## config.mk

```make
export PLATFORM = sky130hd
export DESIGN_NAME = tdm_bus_sampler
export DESIGN_NICKNAME = d
export VERILOG_FILES = /design/src/rtl/tdm_bus_sampler_pkg.sv /design/src/rtl/tdm_slot_timer.sv /design/src/rtl/tdm_bus_sampler.sv
export SDC_FILE = /design/constraint.sdc
export NUM_CORES = 1
export LEC_CHECK = 0
export CORE_MARGIN = 2
export CORE_UTILIZATION = 25
export DETAILED_ROUTE_END_ITERATION = 7
export SLEW_MARGIN = 20
export SYNTH_ARGS = -nofsm -noshare
export SYNTH_HDL_FRONTEND = slang
export SYNTH_SLANG_ARGS = --single-unit
```

## constraint.sdc

```tcl
create_clock -name clk -period 5.1 [get_ports clk]
set_input_delay 1.275 -clock clk [delete_from_list [all_inputs] [get_ports clk]]
set_output_delay 1.275 -clock clk [all_outputs]
set_load 0.1 [all_outputs]
```

## src/rtl/tdm_bus_sampler_pkg.sv

```systemverilog
// Shared definitions for the TDM bus receive path.
//  - state_e       : lock state of the sampler (hunting for sync / locked and running)
//  - TdmNslots     : default slot count per frame
//  - TDelay*       : common slot lengths in clocks at a 12 MHz system clock
//  - width_of()    : counter width for a 0..range-1 counter, never less than one bit
package tdm_bus_sampler_pkg;

  typedef enum logic [0:0] {
    StHunt = 1'b0,
    StRun  = 1'b1
  } state_e;

  localparam int unsigned TdmNslots = 3;

  // Slot lengths, matching the LED divider values used elsewhere on the board.
  localparam int unsigned TDelay1s   = 12_000_000;
  localparam int unsigned TDelay1ms  = 12_000;
  localparam int unsigned TDelay1us  = 12;

  function automatic int unsigned width_of(input int unsigned range);
    return (range > 1) ? $clog2(range) : 1;
  endfunction

endpackage

```

## src/rtl/tdm_slot_timer.sv

```systemverilog
// Slot position timer for the TDM sampler.
// Tracks the position (slot, cnt) of the current cycle within a frame and the
// one-hot slot select.
// Ports:
//  clk          in   system clock
//  rst          in   synchronous active-high reset
//  start        in   this cycle is position (0,0); next cycle is (0,1)
//  run          in   locked: advance the position every cycle
//  cnt          out  clock index within the slot, 0..DELAY-1
//  slot         out  slot index within the frame, 0..NSLOTS-1
//  sel          out  one-hot of slot while running, 0 otherwise
//  sample_tick  out  current cycle is the slot midpoint (cnt == DELAY/2)
//  frame_end    out  current cycle is the last cycle of the last slot
module tdm_slot_timer
  import tdm_bus_sampler_pkg::*;
#(
  parameter int unsigned NSLOTS = TdmNslots,
  parameter int unsigned DELAY  = TDelay1s
) (
  input  logic                          clk,
  input  logic                          rst,
  input  logic                          start,
  input  logic                          run,
  output logic [width_of(DELAY)-1:0]    cnt,
  output logic [width_of(NSLOTS)-1:0]   slot,
  output logic [NSLOTS-1:0]             sel,
  output logic                          sample_tick,
  output logic                          frame_end
);

  localparam int unsigned CntW  = width_of(DELAY);
  localparam int unsigned SlotW = width_of(NSLOTS);

  localparam logic [CntW-1:0]  CntLast  = CntW'(DELAY - 1);
  localparam logic [CntW-1:0]  CntMid   = CntW'(DELAY / 2);
  localparam logic [SlotW-1:0] SlotLast = SlotW'(NSLOTS - 1);

  logic [CntW-1:0]   cnt_d;
  logic [SlotW-1:0]  slot_d;
  logic [NSLOTS-1:0] sel_d;

  always_comb begin
    cnt_d  = cnt;
    slot_d = slot;
    sel_d  = sel;
    if (start) begin
      // The start cycle itself is (0,0), so the following cycle is (0,1).
      cnt_d  = CntW'(1);
      slot_d = '0;
      sel_d  = NSLOTS'(1);
    end else if (run) begin
      if (cnt == CntLast) begin
        cnt_d = '0;
        if (slot == SlotLast) begin
          slot_d = '0;
          sel_d  = NSLOTS'(1);
        end else begin
          slot_d = slot + 1'b1;
          sel_d  = sel << 1;
        end
      end else begin
        cnt_d = cnt + 1'b1;
      end
    end else begin
      cnt_d  = '0;
      slot_d = '0;
      sel_d  = '0;
    end
  end

  always_ff @(posedge clk) begin
    if (rst) begin
      cnt  <= '0;
      slot <= '0;
      sel  <= '0;
    end else begin
      cnt  <= cnt_d;
      slot <= slot_d;
      sel  <= sel_d;
    end
  end

  assign sample_tick = run && (cnt == CntMid);
  assign frame_end   = run && (cnt == CntLast) && (slot == SlotLast);

endmodule

```

## src/rtl/tdm_bus_sampler.sv

```systemverilog
// Receive end of a shared 1-bit time-slotted bus. Locks to a frame-sync
// strobe, samples the bus at the midpoint of every slot and publishes the
// rebuilt NSLOTS-bit word once per frame.
// Ports:
//  clk          in   system clock
//  rst          in   synchronous active-high reset
//  bus_in       in   shared bus value, synchronous to clk
//  sync         in   1-cycle strobe marking cycle 0 of slot 0
//  data         out  last complete frame, data[i] sampled in slot i
//  frame_valid  out  1-cycle pulse when data updates
//  sel          out  one-hot current slot, 0 while unlocked
//  sync_err     out  1-cycle pulse after a sync that arrived off position (0,0)
module tdm_bus_sampler
  import tdm_bus_sampler_pkg::*;
#(
  parameter int unsigned NSLOTS = TdmNslots,
  parameter int unsigned DELAY  = TDelay1s
) (
  input  logic              clk,
  input  logic              rst,
  input  logic              bus_in,
  input  logic              sync,
  output logic [NSLOTS-1:0] data,
  output logic              frame_valid,
  output logic [NSLOTS-1:0] sel,
  output logic              sync_err
);

  localparam int unsigned CntW  = width_of(DELAY);
  localparam int unsigned SlotW = width_of(NSLOTS);

  state_e            state_q, state_d;
  logic [CntW-1:0]   cnt;
  logic [SlotW-1:0]  slot;
  logic              sample_tick;
  logic              frame_end;
  logic              run;
  logic              misaligned;
  logic [NSLOTS-1:0] shadow_q, shadow_d;

  assign run = (state_q == StRun);

  // Any sync seen while running that does not land on (0,0) restarts the frame.
  assign misaligned = run && sync && ((cnt != '0) || (slot != '0));

  tdm_slot_timer #(
    .NSLOTS (NSLOTS),
    .DELAY  (DELAY)
  ) u_timer (
    .clk         (clk),
    .rst         (rst),
    .start       (sync),
    .run         (run),
    .cnt         (cnt),
    .slot        (slot),
    .sel         (sel),
    .sample_tick (sample_tick),
    .frame_end   (frame_end)
  );

  always_comb begin
    state_d = state_q;
    if ((state_q == StHunt) && sync) begin
      state_d = StRun;
    end
  end

  always_comb begin
    shadow_d = shadow_q;
    if (misaligned) begin
      shadow_d = '0;
    end else if (sample_tick) begin
      shadow_d[slot] = bus_in;
    end
  end

  always_ff @(posedge clk) begin
    if (rst) begin
      state_q     <= StHunt;
      shadow_q    <= '0;
      data        <= '0;
      frame_valid <= 1'b0;
      sync_err    <= 1'b0;
    end else begin
      state_q     <= state_d;
      shadow_q    <= shadow_d;
      sync_err    <= misaligned;
      frame_valid <= frame_end && !misaligned;
      // shadow_d so a midpoint sample on the final cycle (DELAY=2) is included.
      if (frame_end && !misaligned) begin
        data <= shadow_d;
      end
    end
  end

endmodule

```

After elaboration in Yosys (flattened, before gate mapping)
Index checks and enable logic that the tools add are counted.

Magnitude comparators: 2. Bitwise logic cells: 1. Reduce and logical (&&, ||, !) cells: 14. Multiplexer cells: 13. Equality and inequality tests: 4. $add $sub $neg: 2.

Operators with widths (count): 24-bit by 1-bit adder with 24-bit output (second input constant) (1); 24-bit by 23-bit equality test with 1-bit output (second input constant) (1); 24-bit equality test (second input constant) (1); 24-bit nonzero test (1); 3-bit 2-to-1 mux (3); 1-bit logical AND (8); 1-bit 2-to-1 mux (7); 4-bit OR reduction (1); 3-bit bitwise mux (1); 2-bit by 3-bit < comparator with 1-bit output (second input constant) (1); 3-bit by 2-bit inequality test with 1-bit output (second input constant) (1); 3-bit OR reduction (1); 2-bit by 1-bit adder with 2-bit output (second input constant) (1); 1-bit demux with 2-bit select (1); 2-bit equality test (second input constant) (1); 2-bit by 1-bit greater-or-equal comparator with 1-bit output (second input constant) (1); 2-bit 2-to-1 mux (1); 2-bit nonzero test (1); 1-bit zero test (1); 1-bit logical OR (1); 1-bit inverter (1).

Flip-flop bits (word level): 38. Output and inout port bits: 8. Input bits: 4.

Longest topological paths before layout
Word-level depth: 7. Depth in mapped cells: 7.

Hierarchy
From an unflattened synthesis, not the netlist that was laid out.

Cells, all modules: 230. Area, all modules: 2005.7 µm².

By module, submodules not included: tdm_slot_timer (area each 1560.2 µm², cells an instance 188, times used 1, sequential area each 580.6 µm²); tdm_bus_sampler (area each 445.4 µm², cells an instance 42, times used 1, sequential area each 180.2 µm²).

Least setup slack after synthesis
Ideal clock, no wire load.

Kind: reg-to-output. From: register u_timer.sel[0]. To: output port sel[0]. Path slack: 2.885 ns. Stages on the path, launching flop included: 1. Data required time: 3.825 ns. Arrival time: 0.940 ns. Cells stage by stage: dfxtp_1.

RTL lines: from (decl) (RTL line tdm_slot_timer.sv:26) `output logic [NSLOTS-1:0] sel,`; from (signal assigned) (RTL line tdm_slot_timer.sv:79) `sel <= sel_d;`; to (decl) (RTL line tdm_bus_sampler.sv:25) `output logic [NSLOTS-1:0] sel,`.

No word-level cell between the ends.

Worst setup path in the final report
From: register u_timer.sel[0]. To: output port sel[0].

No word-level cell between the ends.

==> impl_metrics.yaml <==
outcome:
  run_status: "finished, final reports clean"
synth:
  synthesis.yosys.warnings: 0
  syn-cell-area_um2: 1730
  synthesis.area_per_instance_um2: 8.42
  number_of_cells_produced_by_synthesis: 205
  postSynthRegisterBits: 38
  synth.largest_area_cell: "dfxtp_1"
  synth.distinct_cells: 33
  synth.top_cells.by_area: "dfxtp_1 44%, nor2_1 7.8%, xnor2_1 7.6%, nand2_1 3.7%, xor2_1 3.6%"
  syn-num-nets: 211
  yosysSeqAreaShare_pct: 44.1
  synthDominantCellAreaShare_pct: 44.1
place:
  numPortBuffers: 11
  dpl_worst_slack_ps: 1740
  detailed_place_hpwl_mm: 2.59
  place_congestion: 0.804
clocking:
  cts.path.max_buffers: 2
  cts_tree: "done"
  postCtsSetupBuffers: 0
  numClockSinks: 38
  clk_pin_slew_ps: 70
  cts-root-buf: "clkbuf_8"
  holdBufCountCts: 0
  post_cts.resized_instances: 0
  h-tree-depth: 2
  numCtsBuffers: 5
  clk_latency_ps: 290
timing:
  fin_tns_setup_ps: 0
  fin_worst_skew_ps: 8.77
  final-max-slew-violation-count: 0
  timing_worst_slew_pin_value_ps: 971
  report.final.hold_viol_count: 0
  timing.final.crit_share_pct: 60.1
  relSlewSlack_pct: 35.1
  unrepaired_setup_endpoints_after_global_routing: "no"
  finalCriticalPeriod_ps: 3060
  final_critical_path_setup_slack_ps: 2040
  report.final.setup_viol: 0
  max_clock_freq_mhz: 326
setup_path:
  critical_path_class: "reg2out"
  path_max_fanout: 3
  worst_ep_arrival_time_ps: 1790
  critical-path-top-delay-family: "buffers and inverters"
  worst_setup_path_startpoint: "u_timer.sel[0]"
  cp-start-kind: "flop"
  critical_path_required_ps: 3830
  cp_num_buf_inv: 1
  worst_path_largest_cell_delay_ps: 1140
  cpMaxStageDelayCell: "clkdlybuf4s50_1"
  cell_chain_of_the_critical_path: "clkdlybuf4s50_1"
  crit_path_capture_type: "output port"
  crit_reg_reg_startpoint: "u_timer.cnt[0]"
power_and_ir_drop:
  p_leak_uw: 0.000596
  power.density_nw_per_um2: 266
  max-vdd-ir-drop_uv: 98.0
route:
  drt_first_iter_violations: 117
  final_antenna_net_count: 0
  avgRoutedWirePerCell_um: 11.8
  drcViolationCount: 0
  drtPass1Iterations: 4
  routed-via-count: 1397
  vias_per_cell: 4.66
  wirelength_mm: 3.53
layout:
  insertedDiodeCount: 0
  post_route_cells_drive_above_1_share_pct: 5.00
  num-nets-final: 225
  flow.area_growth_from_synthesis_pct: 16.4
worst_hold_path:
  class_of_the_most_critical_hold_timing_path: "reg2reg"
  worstHoldStart: "u_timer.sel[2]"
grt:
  first_global_vias: 1275
  antenna_violations_before_repair: 0
  wire_length_of_the_first_global_routing_pass_mm: 5.90
  pin_count_of_the_biggest_net_entering_global_routing: 24
  groute.usage.overall_pct: 9.95
  overflow: 0
floorplan:
  dieArea_um2: 7580
  io_pins: 12
  initial_utilization_pct: 25.7
  fp.coreArea_um2: 6720
  std_cell_rows: 30
  die_h_um: 87.1
  die_w_um: 87.1
flow_run:
  cap_violations: 0
worst register-to-register path, cell delays in order (launching register included):
cell and delay [ps]:
dfxtp_1 370, ha_1 240, and4_1 300, nand4_1 240
nand2b_1 340, nand2b_1 680, nor2_1 140
layer usage:
metal | vias to the layer above | part of all wire [%] | global-route usage (%)
met2 | 13 | 44 | 15.0
met5 | - | 0 | 0
met4 | 0 | 1.0 | 3.27
met1 | 645 | 52 | 13.5
met3 | 4 | 2.4 | 3.13
li1 | 735 | - | -
cell usage after synthesis:
| cell type | n |
|---|---|
| and3_1 | 2 |
| clkbuf_1 | 1 |
| nand3b_1 | 2 |
| o21ai_0 | 2 |
| o22ai_1 | 1 |
| nand4b_1 | 1 |
| a311o_1 | 1 |
| or2_2 | 1 |
| nor3_1 | 9 |
| and3_4 | 1 |
| nor2_1 | 36 |
| or3b_1 | 1 |
| or4b_4 | 1 |
| a31oi_1 | 1 |
| o21bai_1 | 3 |
| nor4_1 | 8 |
| nor4b_1 | 1 |
| or4_1 | 2 |
| nand3_1 | 12 |
| a21oi_1 | 8 |
| and4_1 | 1 |
| dfxtp_1 | 38 |
| nor2b_1 | 2 |
| nor4_2 | 1 |
| ha_1 | 2 |
| xnor2_1 | 15 |
| nand2b_1 | 5 |
| xor2_1 | 7 |
| mux2i_1 | 3 |
| nand4_1 | 8 |
| buf_2 | 3 |
| inv_1 | 9 |
| nand2_1 | 17 |
sequential cells by signal, summed over array words and instances (netlist names):
name	cells
data	3
frame_valid	1
run	1
shadow_q	3
sync_err	1
u_timer.cnt	24
u_timer.sel	3
u_timer.slot	2
cell type report:
class | instances | area (µm²)
sequential | 38 | 761
clock buffer | 7 | 86.3
multi-input combinational | 154 | 912
fill | 695 | 4710
inverter | 9 | 33.8
timing repair buffer | 11 | 110
tap | 80 | 100
clock inverter | 1 | 5.00
cells in the final DEF (no fill, tap or decap):
| cell | Yosys | routed |
|---|---|---|
| nand4_1 | 8 | 8 |
| nand2_1 | 17 | 17 |
| o21ai_0 | 2 | 2 |
| nor3_1 | 9 | 9 |
| or4b_4 | 1 | 1 |
| nand3_1 | 12 | 12 |
| a31oi_1 | 1 | 1 |
| and3_1 | 2 | 2 |
| clkinv_2 | 0 | 1 |
| nand2b_1 | 5 | 5 |
| xnor2_1 | 15 | 15 |
| or4_1 | 2 | 2 |
| ha_1 | 2 | 2 |
| nor4_2 | 1 | 1 |
| clkdlybuf4s50_1 | 0 | 11 |
| nor4_1 | 8 | 8 |
| clkbuf_8 | 0 | 6 |
| nor2_1 | 36 | 36 |
| xor2_1 | 7 | 7 |
| mux2i_1 | 3 | 3 |
| o21bai_1 | 3 | 3 |
| a21oi_1 | 8 | 8 |
| or2_2 | 1 | 1 |
| inv_1 | 9 | 9 |
| and3_4 | 1 | 1 |
| and4_1 | 1 | 1 |
| nor2b_1 | 2 | 2 |
| a311o_1 | 1 | 1 |
| clkbuf_1 | 1 | 1 |
| nand3b_1 | 2 | 2 |
| o22ai_1 | 1 | 1 |
| nand4b_1 | 1 | 1 |
| nor4b_1 | 1 | 1 |
| or3b_1 | 1 | 1 |
| dfxtp_1 | 38 | 38 |
logic make-up (layout without fill, tap and decap cells):
logic type	Yosys count	count (layout)	synth area share (%)
mux	3	3	1.74
flops	38	38	44.1
simple gates	111	111	33.0
xor+xnor	22	22	11.2
fa+ha+maj	2	2	1.45
buf+inv	13	28	3.05
compound gates	16	16	5.51
through the flow:
stage | std cells | utilization [%] | hold WS, ps | total power [µW] | area [µm²]
final | 300 | 29.9 | 464 | 535 | 2010
after global routing | 300 | 29.9 | 494 | 553 | 2010
after CTS | 300 | 29.9 | 471 | 540 | 2010
after detailed placement | 292 | 28.5 | 459 | 329 | 1920
after global placement | 292 | 28.5 | 458 | 329 | 1920
after floorplan | 205 | - | 448 | 321 | 1730
worst paths after layout:
kind,slack (ps),to,cells after the start
worst min-delay path,460,u_timer.sel[2],2
worst max-delay path,2040,sel[0],1
worst max register to register,2650,u_timer.cnt[14],6
worst min register to register,460,u_timer.sel[2],2
power breakdown:
group | internal [µW] | switching [µW]
clock network | 109 | 104
logic | 7.08 | 14.3
registers | 299 | 2.14
Note: power is estimated with default switching activity, not from simulation.
